## config.mk

```make
export PLATFORM = sky130hd
export DESIGN_NAME = ym_bus_writer
export DESIGN_NICKNAME = d
export VERILOG_FILES = /design/src/rtl/ym_bus_pkg.sv /design/src/rtl/ym_cmd_fifo.sv /design/src/rtl/ym_bus_writer.sv
export SDC_FILE = /design/constraint.sdc
export NUM_CORES = 1
export LEC_CHECK = 0
export ABC_AREA = 1
export CORE_MARGIN = 2
export CORE_UTILIZATION = 35
export DETAILED_ROUTE_END_ITERATION = 8
export PLACE_DENSITY = 0.53
export RECOVER_POWER = 25
export SETUP_SLACK_MARGIN = 0.05
export SYNTH_ARGS = -nofsm -noshare
export SYNTH_HDL_FRONTEND = slang
export SYNTH_SLANG_ARGS = --single-unit
```

## constraint.sdc

```tcl
create_clock -name clk -period 4.4 [get_ports clk]
set_clock_uncertainty 0.2 [all_clocks]
set_input_delay 1.32 -clock clk [delete_from_list [all_inputs] [get_ports clk]]
set_output_delay 1.32 -clock clk [all_outputs]
set_load 0.05 [all_outputs]
```

## src/rtl/ym_bus_pkg.sv

```systemverilog
// ---------------------------------------------------------------------------
// ym_bus_pkg : shared FSM state and command types for the YM bus writer
// Rev 1.0
// ---------------------------------------------------------------------------
`default_nettype none

package ym_bus_pkg;

  typedef enum logic [3:0] {
    IDLE     = 4'd0,
    A_SETUP  = 4'd1,
    A_STROBE = 4'd2,
    A_HOLD   = 4'd3,
    A_WAIT   = 4'd4,
    D_SETUP  = 4'd5,
    D_STROBE = 4'd6,
    D_HOLD   = 4'd7,
    D_WAIT   = 4'd8
  } state_t;

  typedef struct packed {
    logic [4:0] chip;
    logic       port;
    logic [7:0] reg_addr;
    logic [7:0] data;
  } cmd_t;

  localparam int CMD_W = $bits(cmd_t);

  function automatic int max_int(input int a, input int b);
    return (a > b) ? a : b;
  endfunction

endpackage

`default_nettype wire

```

## src/rtl/ym_cmd_fifo.sv

```systemverilog
// ---------------------------------------------------------------------------
// ym_cmd_fifo : single-clock command FIFO with full/empty flags
// Rev 1.0 ; DEPTH must be a power of two, >= 2
// ---------------------------------------------------------------------------
`default_nettype none

module ym_cmd_fifo #(
  parameter int DEPTH = 4,
  parameter int WIDTH = 22
) (
  input  logic             clk,
  input  logic             rst,
  input  logic             push,
  input  logic [WIDTH-1:0] wdata,
  input  logic             pop,
  output logic [WIDTH-1:0] rdata,
  output logic             full,
  output logic             empty
);

  localparam int AW = $clog2(DEPTH);

  logic [AW:0]      wr_ptr;
  logic [AW:0]      rd_ptr;
  logic [WIDTH-1:0] mem [DEPTH];
  logic             do_push;
  logic             do_pop;

  // A pop in the same cycle frees the slot, so a full FIFO can still take a push.
  assign do_push = push && (!full || pop);
  assign do_pop  = pop && !empty;

  assign empty = (wr_ptr == rd_ptr);
  assign full  = (wr_ptr[AW] != rd_ptr[AW]) && (wr_ptr[AW-1:0] == rd_ptr[AW-1:0]);
  assign rdata = mem[rd_ptr[AW-1:0]];

  always_ff @(posedge clk) begin
    if (rst) begin
      wr_ptr <= '0;
      rd_ptr <= '0;
    end else begin
      if (do_push) wr_ptr <= wr_ptr + 1'b1;
      if (do_pop)  rd_ptr <= rd_ptr + 1'b1;
    end
  end

  always_ff @(posedge clk) begin
    if (do_push) mem[wr_ptr[AW-1:0]] <= wdata;
  end

endmodule

`default_nettype wire

```

## src/rtl/ym_bus_writer.sv

```systemverilog
// ---------------------------------------------------------------------------
// ym_bus_writer : queued, timed address/data write engine for YM sound chips
// Rev 1.0 ; optional address-phase cache enabled by YM_ADDR_CACHE_EN
// ---------------------------------------------------------------------------
`default_nettype none

module ym_bus_writer
  import ym_bus_pkg::*;
#(
  parameter int FIFO_DEPTH = 4,
  parameter int SETUP_CYC  = 2,
  parameter int PULSE_CYC  = 4,
  parameter int HOLD_CYC   = 2,
  parameter int ADDR_WAIT  = 32,
  parameter int DATA_WAIT  = 200
) (
  input  logic       clk,
  input  logic       rst,
  input  logic       cmd_valid,
  output logic       cmd_ready,
  input  logic [4:0] cmd_chip,
  input  logic       cmd_port,
  input  logic [7:0] cmd_reg,
  input  logic [7:0] cmd_data,
  output logic [4:0] cs,
  output logic [1:0] addr,
  output logic [7:0] din,
  output logic       wr_n,
  output logic       busy,
  output logic       overflow
);

  localparam int MAX_DUR = max_int(max_int(max_int(SETUP_CYC, PULSE_CYC),
                                           max_int(HOLD_CYC, ADDR_WAIT)), DATA_WAIT);
  localparam int CNT_W   = $clog2(MAX_DUR + 1);

  // Every timed state lasts at least one cycle, so N-1 never underflows.
  localparam logic [CNT_W-1:0] SETUP_LD = CNT_W'(SETUP_CYC - 1);
  localparam logic [CNT_W-1:0] PULSE_LD = CNT_W'(PULSE_CYC - 1);
  localparam logic [CNT_W-1:0] HOLD_LD  = CNT_W'(HOLD_CYC - 1);
  localparam logic [CNT_W-1:0] AWAIT_LD = CNT_W'(ADDR_WAIT - 1);
  localparam logic [CNT_W-1:0] DWAIT_LD = CNT_W'(DATA_WAIT - 1);

  state_t           state;
  state_t           state_nx;
  logic [CNT_W-1:0] cnt;
  logic [CNT_W-1:0] cnt_nx;

  cmd_t             in_cmd;
  cmd_t             head;
  cmd_t             cur;
  cmd_t             active;
  logic             fifo_full;
  logic             fifo_empty;
  logic             push;
  logic             pop;
  logic             ready_en;
  logic             cache_hit;

  logic [4:0]       cs_nx;
  logic [1:0]       addr_nx;
  logic [7:0]       din_nx;
  logic             wr_n_nx;

  assign in_cmd    = '{chip: cmd_chip, port: cmd_port, reg_addr: cmd_reg, data: cmd_data};
  assign cmd_ready = ready_en && !fifo_full;
  assign push      = cmd_valid && cmd_ready;
  assign busy      = !fifo_empty || (state != IDLE);

  ym_cmd_fifo #(
    .DEPTH (FIFO_DEPTH),
    .WIDTH (CMD_W)
  ) u_fifo (
    .clk   (clk),
    .rst   (rst),
    .push  (push),
    .wdata (in_cmd),
    .pop   (pop),
    .rdata (head),
    .full  (fifo_full),
    .empty (fifo_empty)
  );

`ifdef YM_ADDR_CACHE_EN
  logic        cache_valid;
  logic [13:0] cache_key;

  assign cache_hit = cache_valid && (cache_key == {head.chip, head.port, head.reg_addr});

  // A dropped chip-0 command breaks the chain of known address latches.
  always_ff @(posedge clk) begin
    if (rst) begin
      cache_valid <= 1'b0;
      cache_key   <= '0;
    end else if (pop) begin
      if (head.chip == 5'd0) begin
        cache_valid <= 1'b0;
      end else begin
        cache_valid <= 1'b1;
        cache_key   <= {head.chip, head.port, head.reg_addr};
      end
    end
  end
`else
  assign cache_hit = 1'b0;
`endif

  // State register and shared down-counter
  always_ff @(posedge clk) begin
    if (rst) begin
      state <= IDLE;
      cnt   <= '0;
    end else begin
      state <= state_nx;
      cnt   <= cnt_nx;
    end
  end

  // Next-state logic
  always_comb begin
    state_nx = state;
    pop      = 1'b0;
    case (state)
      IDLE: begin
        if (!fifo_empty) begin
          pop = 1'b1;
          if (head.chip != 5'd0) state_nx = cache_hit ? D_SETUP : A_SETUP;
        end
      end
      A_SETUP:  if (cnt == '0) state_nx = A_STROBE;
      A_STROBE: if (cnt == '0) state_nx = A_HOLD;
      A_HOLD:   if (cnt == '0) state_nx = A_WAIT;
      A_WAIT:   if (cnt == '0) state_nx = D_SETUP;
      D_SETUP:  if (cnt == '0) state_nx = D_STROBE;
      D_STROBE: if (cnt == '0) state_nx = D_HOLD;
      D_HOLD:   if (cnt == '0) state_nx = D_WAIT;
      D_WAIT:   if (cnt == '0) state_nx = IDLE;
      default:  state_nx = IDLE;
    endcase
  end

  always_comb begin
    cnt_nx = cnt;
    if (state_nx != state) begin
      case (state_nx)
        A_SETUP,  D_SETUP:  cnt_nx = SETUP_LD;
        A_STROBE, D_STROBE: cnt_nx = PULSE_LD;
        A_HOLD,   D_HOLD:   cnt_nx = HOLD_LD;
        A_WAIT:             cnt_nx = AWAIT_LD;
        D_WAIT:             cnt_nx = DWAIT_LD;
        default:            cnt_nx = '0;
      endcase
    end else if (cnt != '0) begin
      cnt_nx = cnt - 1'b1;
    end
  end

  // Outputs are decoded from the next state and registered, so the bus
  // changes on the same edge as the state and wr_n cannot glitch.
  assign active = pop ? head : cur;

  always_comb begin
    cs_nx   = '0;
    addr_nx = '0;
    din_nx  = '0;
    wr_n_nx = !((state_nx == A_STROBE) || (state_nx == D_STROBE));
    case (state_nx)
      A_SETUP, A_STROBE, A_HOLD: begin
        cs_nx   = active.chip;
        addr_nx = {active.port, 1'b0};
        din_nx  = active.reg_addr;
      end
      D_SETUP, D_STROBE, D_HOLD: begin
        cs_nx   = active.chip;
        addr_nx = {active.port, 1'b1};
        din_nx  = active.data;
      end
      default: ;
    endcase
  end

  always_ff @(posedge clk) begin
    if (rst) begin
      cs       <= '0;
      addr     <= '0;
      din      <= '0;
      wr_n     <= 1'b1;
      cur      <= '0;
      ready_en <= 1'b0;
      overflow <= 1'b0;
    end else begin
      cs       <= cs_nx;
      addr     <= addr_nx;
      din      <= din_nx;
      wr_n     <= wr_n_nx;
      ready_en <= 1'b1;
      if (pop) cur <= head;
      if (cmd_valid && !cmd_ready) overflow <= 1'b1;
    end
  end

endmodule

`default_nettype wire

```

* Word-level counts from Yosys, hierarchy flattened
Memory sizes are Yosys's and may differ from the RTL's. A register that Yosys moved wholly into a read port is not among the register bits.
Cells that the tools add are included.
** Word-level totals
- Register bits :: 58
- Memory bits (writable) :: 88
- Memory bits (read-only) :: 112
- Bits of input ports :: 25
- Output and inout bits :: 19
- Word-level logic and storage cells :: 84
- Memories kept :: 2
** Cells by class
- Add/subtract/negate cells :: 3
- Equal/unequal tests :: 18
- Mux-type cells :: 23
- Bitwise operators :: 1
- Reduce and logical (&&, ||, !) cells :: 23
** Memories
- (name not given) :: depth 16, bits a word 7, rd ports 1, clocked after Yosys merged registers in 0, write ports 0, line ym_bus_writer.sv:145 : case (state_nx)
- u_fifo.mem :: depth 4, bits a word 22, rd ports 1, clocked after Yosys merged registers in 1, write ports 1, line ym_cmd_fifo.sv:25 : logic [WIDTH-1:0] mem [DEPTH];
** Operators by type and width (count)
- two-way mux 4 bit :: 10
- case mux 4 bit (9 select lines) :: 1
- == test 4 x 3 -> 1 bit (second input constant) :: 7
- two-way mux 22 bit :: 1
- == test 4 x 2 -> 1 bit (second input constant) :: 4
- two-way mux 8 bit :: 2
- case mux 8 bit (2 select lines) :: 1
- == test 4 x 1 -> 1 bit (second input constant) :: 2
- logical NOT 8 bit :: 1
- nonzero test 8 bit :: 1
- subtractor 8 x 1 -> 8 bit (second input constant) :: 1
- adder 3 x 1 -> 3 bit (second input constant) :: 2
- logical AND 1 bit :: 6
- OR reduction 3 bit :: 2
- OR reduction 6 bit :: 1
- two-way mux 1 bit :: 5
- nonzero test 5 bit :: 1
- == test 4 bit (second input constant) :: 1
- logical NOT 1 bit :: 4
- logical NOT 4 bit :: 1
- two-way mux 2 bit :: 2
- inequality test 4 bit :: 1
- case mux 2 bit (2 select lines) :: 1
- nonzero test 4 bit :: 1
- other kinds (7) :: 9

* Depth between registers and ports, before layout
Gate-level depths: netlist of the first run.
- Depth in word-level cells :: 8
- Depth in mapped cells :: 15
- Gate-level depth less buffers :: 15

* By module
A second synthesis of the first run with hierarchy kept.
** Unflattened totals
- Cells, all modules :: 606
- Area total of the unflattened synthesis :: 6108.4 um2
** By module, submodules not included
- ym_cmd_fifo :: instances 1, cells each 284, area an instance 3719.8 um2, sequential area each 2802.7 um2
- ym_bus_writer :: instances 1, cells each 322, area an instance 2388.5 um2, sequential area each 1041.0 um2

* Worst setup path before layout of the first run
Ideal clock, no wire load.
- Kind :: input-to-reg
- Start point :: input cmd_valid
- End point :: memory u_fifo.mem[3][0], enable pin
- Setup time :: 0.404 ns
- Data arrival time :: 2.498 ns
- Required time :: 3.796 ns
- Slack :: 1.298 ns
- Stages on the path :: 2
- Buffers on the path :: 0
- Cell sequence :: nand2_1 > nor2_1
** Between the ends
- Word-level cells in the longest chain between the ends :: 4
** Ends and longest elaborated chain
- from (decl) :: line ym_bus_writer.sv:19 : input logic cmd_valid,
- logical AND 1 bit :: line ym_bus_writer.sv:67 : assign push = cmd_valid && cmd_ready;
- logical AND 1 bit :: line ym_cmd_fifo.sv:30 : assign do_push = push && (!full || pop);
- two-way mux 1 bit :: line ym_cmd_fifo.sv:48 : if (do_push) mem[wr_ptr[AW-1:0]] <= wdata;
- two-way mux 1 bit (not written as such) :: line ym_cmd_fifo.sv:48
- to (decl) :: line ym_cmd_fifo.sv:25
No other way between the ends.

* Worst setup path after layout of the first run
- Start point :: register u_fifo.wr_ptr[0]
- End point :: output cmd_ready
** Between the ends
- Word-level cells in the longest chain between the ends :: 4
** Ends and longest elaborated chain
- from (decl) :: line ym_cmd_fifo.sv:23 : logic [AW:0] wr_ptr;
- from (signal assigned) :: line ym_cmd_fifo.sv:42 : if (do_push) wr_ptr <= wr_ptr + 1'b1;
- == test 2 bit :: line ym_cmd_fifo.sv:34 : assign full = (wr_ptr[AW] != rd_ptr[AW]) && (wr_ptr[AW-1:0] == rd_ptr[AW-1:0]);
- logical AND 1 bit :: line ym_cmd_fifo.sv:34
- logical NOT 1 bit :: line ym_bus_writer.sv:66 : assign cmd_ready = ready_en && !fifo_full;
- logical AND 1 bit :: line ym_bus_writer.sv:66
- to (decl) :: line ym_bus_writer.sv:20 : output logic cmd_ready,
No other way between the ends.

==> results.md, run 1 <==
- Max cap viols: 0
- RePlAce Congestion: 0.8412
- Yosys top cell area share: 44.91%
- Most numerous cell in the Yosys netlist: nand2_1
- Warnings from Yosys: 0
- Buf+Inv Stages, Crit Path: 3
- Critical Path RT: 2.88 ns
- Syn Nets: 584
- Fin cells: 834
- Sequential power share: 33.0%
- Worst-path clk slew: 0.06 ns
- FMAX: 277.2 MHz
- WL per Instance: 15.02 um
- Avg Inst Size Synth: 10.64 sq um
- Combinational power share: 39.5%
- Fin. Hold Viols: 0
- Starting Density: 35.61%
- Post-CTS setup buffer count: 0
- Largest net degree at the start of global routing: 48
- GRT overflow: 0
- Cells after Synth: 553
- Mapped cell area: 5884 sq um
- Slowest CP cell: clkdlybuf4s50_1
- Crit-path max cell delay: 0.81 ns
- Antenna-violating nets left: 0
- Startpoint Class: register
- Final period utilization: 82.00%
- CP arrival: 2.09 ns
- Core Box Area: 16520 sq um
- Most used cell, CP: nand2_1
- Buffers on Ports: 43
- Vias: 3939
- Area contributors post-synth: edfxtp_1 45%, dfxtp_1 20%, nand2_1 6.0%, nor2_1 5.5%, o21ai_0 5.0%
- Hold Path Sink: overflow$_SDFFE_PP0P_
- Setup TNS: 0 ns
- CTS Buf Count: 17
- Measured slew at the worst slew-check pin: 0.8391 ns
- Yosys cell types: 37
- Die area: 17870 sq um
- Number of synthesized register bits: 148
- Rows: 47
- Final Max Tran Viols: 0
- Die width: 133.7 um
- Status: finished clean
- CP Class: register to output port
- Number of global-route vias before repair: 3879
- ANT cells: 0
- Setup crit end kind: output port
- Reg2reg end: din[3]$_SDFF_PP0_
- Critical path's top delay family: buffers and inverters
- Sequential fraction of the synthesis area: 65.32%
- Tmin final: 3.608 ns
- Layout cells sized above 1: 12.70%
- Switch Pwr: 2.237 mW
- WHS Path Cells: 2
- Main synth FF type: edfxtp_1
- Max_slew headroom: 43.98%
- Synth cell count leaders: 94 x nand2_1, 88 x edfxtp_1, 87 x nor2_1, 60 x dfxtp_1, 59 x o21ai_0
- # hold bufs at CTS: 0
- Max IR drop VDD: 0.3378 mV
- Total global routing track utilization: 15.14%
- Die height: 133.7 um
- Clock Power Share: 27.5%
- First-pass GRT wire length: 20480 um
- Initial antenna violation count: 0
- Crit-path cells: inv_2, nand2_1, nand2_1, nand4_1, nand2_1, inv_1, clkdlybuf4s50_1
- Initial detailed-routing violation count: 307
- Ports: 44
- CP Max Fanout: 5
- R2R Setup Slk: 1.51 ns
- Finish-stage setup viols: 0
- Via density: 4.723
- HPWL Detailed: 7911 um
- CTS tree: done
- Clock latency on the worst-skew pair: 0.42 ns
- H-tree lvl count: 4
- Leakage: 2.719 nW
- Power per cell area: 790.3 nW/um^2
- P&R area growth vs syn: 21.71%
- Yosys top cell by area: edfxtp_1
- Root buf cell: clkbuf_16
- DP Cell Count: 802
- Post-CTS sizing: 0
- Max Buffers Root-to-Sink: 2
- Async set-reset flop share out of synthesis: 0%
- Final wirelength: 12530 um
- R2R depth: 13
- Int Power: 3.423 mW
- Sw Share: 39.52%
- Number of flops mapped to enable cells by yosys: 88
- Fillers: 1540
- Drt drc: 0
- Worst hold start: overflow$_SDFFE_PP0P_
- Worst hold path class: register to register
- Sink Count: 148
- RSZ-0062 raised after global routing: no
- NumNets Final: 632
- TritonRoute pass-1 iters: 4
==> layout by cell type, fill, tap and decap left out, types with 14 or more instances in the layout <==
cell type / netlist / layout
nand3_1: 20 / 20
edfxtp_1: 88 / 88
nor2_1: 87 / 83
clkdlybuf4s50_1: 0 / 26
clkbuf_16: 0 / 17
dlygate4sd3_1: 0 / 17
o21ai_0: 59 / 59
a21oi_1: 14 / 14
nand2_1: 94 / 94
inv_1: 31 / 31
dfxtp_1: 60 / 60
==> tightest hold or removal path, delay by kind of cell, from the launching register on <==
family          cells  cell delay, ns
flops               1            0.33
compound gates      1            0.04
simple gates        1            0.07
==> per-stage QoR <==
step | setup slack, ns | total power, mW | area [sq um] | hold WS, ns | utilization [%]
global route | 0.6860 | 6.051 | 7162 | 0.3414 | 43.34
floorplan | 1.298 | 3.598 | 5884 | 0.2547 | -
detailed placement | 1.247 | 4.147 | 6524 | 0.2577 | 39.48
global placement | 1.298 | 4.118 | 6524 | 0.2543 | 39.48
CTS | 0.7867 | 5.716 | 7162 | 0.2752 | 43.34
finish | 0.7921 | 5.660 | 7162 | 0.2721 | 43.34
==> worst max path at each step <==
stage | startpoint | endpoint | slack (ns) | cells past startpoint
2_1_floorplan | cmd_valid | u_fifo.mem[3][0]$_DFFE_PP_ | 1.30 | 2
3_3_place_gp | u_fifo.wr_ptr[0]$_SDFFE_PP0P_ | cmd_ready | 1.30 | 7
3_5_place_dp | u_fifo.wr_ptr[0]$_SDFFE_PP0P_ | cmd_ready | 1.25 | 7
4_1_cts | u_fifo.wr_ptr[0]$_SDFFE_PP0P_ | cmd_ready | 0.79 | 7
5_1_grt | u_fifo.wr_ptr[0]$_SDFFE_PP0P_ | cmd_ready | 0.69 | 7
6_report | u_fifo.wr_ptr[0]$_SDFFE_PP0P_ | cmd_ready | 0.79 | 7
==> power groups by stage <==
stage / clock (mW) / combinational [mW] / sequential [mW]
detailed placement: 0 / 2.25 / 1.89
floorplan: 0 / 1.51 / 2.09
CTS: 1.58 / 2.26 / 1.87
global placement: 0 / 2.22 / 1.89
global route: 1.65 / 2.50 / 1.90
finish: 1.55 / 2.24 / 1.87
==> cell type report <==
class                           count  area (sq um)  area share (%)
Sequential cell                   148          3844           53.67
Clock inverter                     13         205.2           2.865
Clock buffer                       19         432.9           6.045
Timing Repair Buffer               50         483.0           6.744
Tap cell                          220         275.3           3.843
Inverter                           38         147.6           2.062
Multi-Input combinational cell    346          1774           24.77
==> layer usage <==
metal / global-route usage (%) / share of wire (%) / vias to the layer above
li1: - / - / 1981
met5: 0 / 0 / -
met3: 3.425 / 4.2 / 5
met2: 24.83 / 49 / 87
met1: 19.44 / 46 / 1866
met4: 6.206 / 0.77 / 0
==> cells by family (layout without fill, tap and decap cells) <==
group,after synthesis,in the layout,synth area share (%)
XOR/XNOR,7,7,1.170
buffers and inverters,59,120,4.699
adder cells (fa/ha/maj),6,6,1.276
AO/OA/AOI/OAI,99,99,9.930
flip-flops,148,148,65.32
AND/OR/NAND/NOR,234,234,17.61
==> registers in the layout, summed over array words and instances, names as in the netlist, named ones only <==
name           count
addr               2
cnt                8
cs                 5
cur               22
din                8
overflow           1
ready_en           1
state              4
u_fifo.mem        88
u_fifo.rd_ptr      3
u_fifo.wr_ptr      3
wr_n               1
No activity file was read; power rests on OpenSTA's default activity.
==> inputs of run 2 (changes only) <==
- clock period: 4.4 -> 3.5 ns (I/O delays scaled with it)
==> results.md, run 2 (synthesis results as in run 1) <==
- Rows: 47
- TritonRoute pass-1 iters: 6
- Sink Count: 148
- Initial detailed-routing violation count: 289
- Worst hold path class: register to register
- RSZ-0062 raised after global routing: no
- Met3 GRT Util: 4.033%
- Die height: 133.7 um
- Startpoint Class: register
- Tmin final: 3.306 ns
- Critical Path RT: 2.25 ns
- Final wirelength: 13140 um
- Worst-path clk slew: 0.06 ns
- CP Class: register to output port
- P&R area growth vs syn: 21.24%
- Largest net degree at the start of global routing: 45
- Int Power: 4.132 mW
- Switch Pwr: 2.910 mW
- Max IR drop VDD: 0.4126 mV
- Ports: 44
- RePlAce Congestion: 0.8360
- Final hold slack: 0.2834 ns
- Fin. Hold Viols: 0
- Post-CTS setup buffer count: 0
- ANT cells: 0
- Max_slew headroom: 43.19%
- Final Max Tran Viols: 0
- Fillers: 1555
- CTS tree: done
- Clock Power Share: 25.9%
- WL per Instance: 15.72 um
- Setup crit end kind: output port
- H-tree lvl count: 4
- Via density: 4.848
- Vias: 4053
- Total global routing track utilization: 15.78%
- Total power: 7.042 mW
- Register area: 3844 sq um
- Commonest non-fill, non-tap cell in the layout: nand2_1
- GRT overflow: 0
- CTS Buf Count: 17
- First-pass GRT wire length: 21160 um
- Layout cells sized above 1: 13.31%
- Multi-input gate area: 1774 sq um
- HPWL Detailed: 8100 um
- Number of global-route vias before repair: 4071
- Power per cell area: 987.1 nW/um^2
- Max cap viols: 0
- Initial antenna violation count: 0
- Max Buffers Root-to-Sink: 2
- Final period utilization: 94.47%
- Sw Share: 41.32%
- Measured slew at the worst slew-check pin: 0.8512 ns
- NumNets Final: 634
- Met1 usage: 19.52%
- Starting Density: 35.61%
- Combinational power share: 41.3%
- CP Max Fanout: 5
- Drt drc: 0
- Die area: 17870 sq um
- Die width: 133.7 um
- Clock latency on the worst-skew pair: 0.43 ns
- Antenna-violating nets left: 0
- Root buf cell: clkbuf_16
- Busiest grt layer: met2
- Leakage: 2.707 nW
- # hold bufs at CTS: 0
- Met2 Use GR: 26.43%
- Post-CTS sizing: 0
- Setup TNS: 0 ns
- Core Box Area: 16520 sq um
- Finish-stage setup viols: 0
- CP arrival: 2.06 ns
- Max reg flops: 88
- FMAX: 302.4 MHz
- Sequential power share: 32.8%
- Buffers on Ports: 43
- Commonest non-fill, non-tap cells in the layout: 94 x nand2_1, 88 x edfxtp_1, 83 x nor2_1
- Status: finished clean
## run 2: area by class of cell
class / instances / share of cell area [%]
inverters: 38 / 2.069
clock buffers: 17 / 5.963
clock inverters: 15 / 2.385
well taps: 220 / 3.858
multi-input cells: 346 / 24.87
repair buffers: 52 / 6.980
flip-flops and latches: 148 / 53.88
## run 2: per-stage QoR
stage / setup WS [ns] / cell area (sq um) / utilization, % / instances
2_1_floorplan: 0.5946 / 5884 / - / 553
3_3_place_gp: 0.6490 / 6539 / 39.57 / 804
5_1_grt: 0.05784 / 7134 / 43.17 / 836
4_1_cts: 0.1766 / 7134 / 43.17 / 836
3_5_place_dp: 0.6218 / 6539 / 39.57 / 804
6_report: 0.1935 / 7134 / 43.17 / 836
## run 2: path summary, 6_finish.rpt
check,start,cells after the start,to,slack [ns]
max,u_fifo.wr_ptr[0]$_SDFFE_PP0P_,7,cmd_ready,0.19
max reg2reg,register,12,din[3]$_SDFF_PP0_,1.02
min reg2reg,overflow$_SDFFE_PP0P_,2,overflow$_SDFFE_PP0P_,0.28
min,overflow$_SDFFE_PP0P_,2,overflow$_SDFFE_PP0P_,0.28
## run 2: worst max-delay path, stage by stage (launching register included)
cell and delay (ns):
dfxtp_1 0.39, inv_2 0.08, nand2_1 0.06, nand2_1 0.08, nand4_1 0.09, nand2_1 0.07
inv_1 0.07, clkdlybuf4s50_1 0.79
## run 2: power by group through the flow
stage / clock, mW / sequential, mW / combinational [mW]
global placement: 0 / 2.35 / 2.88
floorplan: 0 / 2.63 / 1.90
CTS: 1.86 / 2.31 / 2.94
detailed placement: 0 / 2.34 / 2.92
finish: 1.82 / 2.31 / 2.91
global route: 1.94 / 2.34 / 3.24
## run 2: per-layer routing
metal,routed length (um),up-vias
met4,214,0
met2,6355,89
met1,6046,1962
li1,-,1983
met5,0,-
met3,522,19
==> inputs of run 3 (changes only) <==
- TNS_END_PERCENT: unset -> 50
==> results of run 3 <==
Final layout, timing and power as in run 2 (identical DEF).
